[src/rtl/egress_queue.sv]
// egress_queue: per-output show-ahead FIFO behind the switch fabric; words that arrive while full are dropped.
// Build option: define EGRESS_DROP_CNT_EN to build the saturating drop counter (otherwise drop_count reads 0).
module egress_queue #(
    parameter int DATA_WIDTH = 16,
    parameter int DEPTH      = 8,
    parameter int CNT_WIDTH  = 8
) (
    input  logic                    clk,
    input  logic                    rst,
    input  logic                    in_valid,
    input  logic [DATA_WIDTH-1:0]   in_data,
    output logic                    out_valid,
    output logic [DATA_WIDTH-1:0]   out_data,
    input  logic                    out_ready,
    output logic [$clog2(DEPTH):0]  count,
    output logic                    full,
    output logic                    empty,
    output logic [CNT_WIDTH-1:0]    drop_count
);

    localparam int PTR_W = $clog2(DEPTH);
    localparam int OCC_W = PTR_W + 1;
    localparam logic [OCC_W-1:0] OCC_FULL = OCC_W'(DEPTH);

    logic [DATA_WIDTH-1:0] mem_q [DEPTH];
    logic [PTR_W-1:0]      wr_ptr_q, wr_ptr_d;
    logic [PTR_W-1:0]      rd_ptr_q, rd_ptr_d;
    logic [OCC_W-1:0]      count_q, count_d;
    logic                  push, pop;

    assign full      = (count_q == OCC_FULL);
    assign empty     = (count_q == '0);
    assign count     = count_q;
    assign out_valid = !empty;
    assign out_data  = empty ? '0 : mem_q[rd_ptr_q];

    // A full queue still accepts a word when the head leaves in the same cycle.
    assign pop  = out_valid && out_ready;
    assign push = in_valid && (!full || pop);

    always_comb begin
        // NOTE: every output of a combinational block gets a default first so no path leaves it unassigned (no latch).
        wr_ptr_d = wr_ptr_q;
        rd_ptr_d = rd_ptr_q;
        count_d  = count_q;
        if (push) wr_ptr_d = wr_ptr_q + PTR_W'(1);
        if (pop)  rd_ptr_d = rd_ptr_q + PTR_W'(1);
        case ({push, pop})
            2'b10:   count_d = count_q + OCC_W'(1);
            2'b01:   count_d = count_q - OCC_W'(1);
            default: count_d = count_q;
        endcase
    end

    always_ff @(posedge clk or negedge rst) begin
        // NOTE: registers update with non-blocking assignments so every flop samples pre-edge values.
        if (!rst) begin
            wr_ptr_q <= '0;
            rd_ptr_q <= '0;
            count_q  <= '0;
        end else begin
            wr_ptr_q <= wr_ptr_d;
            rd_ptr_q <= rd_ptr_d;
            count_q  <= count_d;
        end
    end

    // NOTE: storage is deliberately left out of reset; stale entries are never visible because out_data is masked while empty.
    always_ff @(posedge clk) begin
        if (push) mem_q[wr_ptr_q] <= in_data;
    end

`ifdef EGRESS_DROP_CNT_EN
    logic                 drop;
    logic [CNT_WIDTH-1:0] drop_cnt_q, drop_cnt_d;

    assign drop = in_valid && full && !pop;

    always_comb begin
        drop_cnt_d = drop_cnt_q;
        if (drop && (drop_cnt_q != '1)) drop_cnt_d = drop_cnt_q + CNT_WIDTH'(1);
    end

    always_ff @(posedge clk or negedge rst) begin
        if (!rst) drop_cnt_q <= '0;
        else      drop_cnt_q <= drop_cnt_d;
    end

    assign drop_count = drop_cnt_q;
`else
    assign drop_count = '0;
`endif

endmodule

[config.mk]
export PLATFORM = sky130hd
export DESIGN_NAME = egress_queue
export DESIGN_NICKNAME = d
export VERILOG_FILES = /design/src/rtl/egress_queue.sv
export SDC_FILE = /design/constraint.sdc
export NUM_CORES = 1
export LEC_CHECK = 0
export ABC_CLOCK_PERIOD_IN_PS = 5000
export BUFFER_PORTS_ARGS = -buffer_cell sky130_fd_sc_hd__buf_2
export CAP_MARGIN = 20
export CORE_MARGIN = 2
export CORE_UTILIZATION = 40
export DETAILED_ROUTE_END_ITERATION = 8
export HOLD_SLACK_MARGIN = 0.08
export PLACE_DENSITY = 0.64
export SYNTH_ARGS = -nofsm -noshare
export SYNTH_HDL_FRONTEND = slang
export SYNTH_SLANG_ARGS = --single-unit
[constraint.sdc]
create_clock -name clk -period 5 [get_ports clk]
set_input_delay 0.75 -clock clk [delete_from_list [all_inputs] [get_ports clk]]
set_output_delay 0.75 -clock clk [all_outputs]
set_load 0.03 [all_outputs]
==> out/qor.txt <==
Tcrit/Tclk final - 69.0%
startpoint types - flop
core region area - 13,800 um2
DR iter-0 viols - 137
CP top delay family - flip-flops
vias per inst - 5.23
PortBufs - 42
global-route usage over all layers - 16.0%
cell area power density - 648 nW/um2
min-delay worst type - input pin to async pin
RePlAce Congestion - 0.773
Pint - 2.88 mW
Sequential cell area - 4100 um2
Worst setup EP type - output port
total CTS buffers - 17
Mapped Avg Cell Area - 19.2 um2
top-count cell post-synth - edfxtp_1
largest stage delay on the critical path - 950 ps
Final min period - 3450 ps
CTS max path bufs - 2
Fin Clk Skew - 14.6 ps
Initial Util - 40.8%
Final Max Tran Viols - 0
Seq pwr share - 37.4%
CTS H-Tree Depth - 4
largest net degree at the start of global routing - 26
setup bufs post-CTS - 0
multi-input logic area - 1400 um2
I/O Pins - 51
Core Util, Final - 48.4%
Rel. slew slack - 40.2%
n_diodes - 0
library cells used by synthesis - 36
total power - 4.34 mW
static leakage - 2.37 nW
area leader, netlist - edfxtp_1
Top Usage Layer GRT - met2
sequential area share after synthesis - 72.6%
initial antenna violation count - 1
Clock transition at path regs - 60 ps
worst reg2reg path depth - 5
Die Wd - 123 um
first-pass GRT wire length - 16,900 um
Worst Slack Setup Final - 1550 ps
final setup TNS - 0 ps
Clock Power Share - 29.9%
fillers - 1,143
clock sinks - 138
sw power - 1.45 mW
max frequency - 290 MHz
met2 Use GR - 25.8%
Synth top area share - 68.2%
transition time of the tightest slew-check pin - 897 ps
total grt overflow - 0
Cell Area, Synth - 5640 um2
post-route ant nets - 0
Site Rows - 43
post-synthesis cell count - 294
GRT met1 Usage - 20.7%
Peak supply drop - 0.000397 V
Switching Fraction - 33.5%
post-CTS sizing - 0
met3 usage - 4.60%
top_reg_cell synth - edfxtp_1
Hold Violations, Final - 0
hold_buf cts - 0
RSZ-0062 raised after global routing - no
Crit. Startpoint - rd_ptr_q[0]
Crit. path cell count - 5
Reg-to-Reg Start - count[0]
maxcap violations - 0
Total Wirelength - 10,900 um
Syn. warnings - 0
final setup fails - 0
Avg WL per Cell - 20.0 um
CP Buf/Inv Count - 2
CP cell instances - buf_4 -> mux4_2 -> mux2i_1 -> nor2_1 -> buf_2
Async SR Flop Fraction - 7.25%
Place WS - 1910 ps
Worst Path Required - 4250 ps
Worst Path Max Fanout - 25
Critical Path Slowest Stage Cell - dfrtp_2
vias in the first global route - 2,926
DPL Wire Length - 6650 um
status - complete, no violations
Gate power share - 32.7%
number of synthesized flops with an enable pin - 128
#FFs+latches synth - 138
Clk Latency, worst-skew pair - 420 ps
TritonRoute pass-1 iters - 4
worst setup path class - flop to output port
layout cells sized above 1 - 34.7%
synthesis-to-finish area growth - 18.7%
Vias - 2,838
Residual DRC - 0
Synth area leaders - edfxtp_1 (68%), mux4_2 (13%), dfrtp_1 (4.4%)
Layout Nets - 375
Root Driver - clkbuf_16
Commonest cells post-synth - edfxtp_1 (128), mux4_2 (32), nor2_1 (24)
die height - 123 um
die area - 15,100 um2
CTS tree - built
Crit path arrival time - 2700 ps
WHS - 194 ps
==> power by group through the flow <==
stage,registers (mW),clock network (mW),logic (mW)
floorplan,1.57,0,1.10
detailed placement,1.65,0,1.44
global placement,1.67,0,1.37
global route,1.65,1.37,1.54
CTS,1.63,1.33,1.45
finish,1.62,1.30,1.42
==> stage by stage <==
stage,instances,instance area (um2)
floorplan,301,5660
global placement,510,6040
detailed placement,511,6070
CTS,543,6690
global route,543,6690
finish,543,6690
==> sequential cells by signal, summed over array words and instances (netlist names) <==
signal,count
wr_ptr_q,3
count,4
rd_ptr_q,3
mem_q,128
==> per-layer routing <==
metal / share of wire, % / wire, um
met1: 43 / 4700
met2: 51 / 5550
met3: 4.5 / 488
met4: 1.3 / 136
met5: 0 / 0
==> worst paths after layout <==
kind                                endpoint  slack (ps)
worst max-delay path             out_data[1]        1550
worst min-delay path                count[2]         190
worst max register to register  mem_q[6][14]        2250
worst min register to register   wr_ptr_q[0]         520
max in group asynchronous        rd_ptr_q[0]        4580
min in group clk                 wr_ptr_q[0]         520
==> logic make-up (layout without fill, tap and decap cells) <==
logic type,count (synthesis),count (layout),synth area share [%]
other,1,8,0.0665
adders and majority gates,5,5,1.24
and+or+nand+nor,48,48,4.00
muxes,52,52,16.4
xor gates and xnor gates,5,5,0.777
DFF,138,138,72.6
AOI/OAI and AO/OA,14,14,1.69
buffers and inverters,31,93,3.20
==> cell usage in the layout, fill, tap and decap left out, drive strengths merged <==
master	Yosys	layout
clkbuf	4	17
a22oi	1	1
nor3	6	6
a2bb2oi	1	1
a31oi	3	3
nand2	5	5
or4	1	1
dfrtp	10	10
fa	1	1
inv	6	7
clkinv	1	8
a211oi	1	1
clkinvlp	0	3
mux2	2	2
buf	20	54
bufinv	0	4
nand2b	5	5
or3	2	2
o21ai	2	2
a21oi	2	2
xnor2	4	4
nand3	4	4
nor2b	1	1
conb	1	8
xor2	1	1
edfxtp	128	128
a21o	1	1
mux4	32	32
mux2i	18	18
o211ai	1	1
nor2	24	24
ha	4	4
o22ai	2	2
==> final cells by class <==
type	instances	area share, %
Timing Repair Buffer	54	4.79
Inverter	7	0.411
Multi-Input combinational cell	132	20.9
Tap cell	180	3.37
Clock inverter	15	2.99
Clock buffer	17	6.36
Sequential cell	138	61.2
Power figures use the tool's default switching activity.
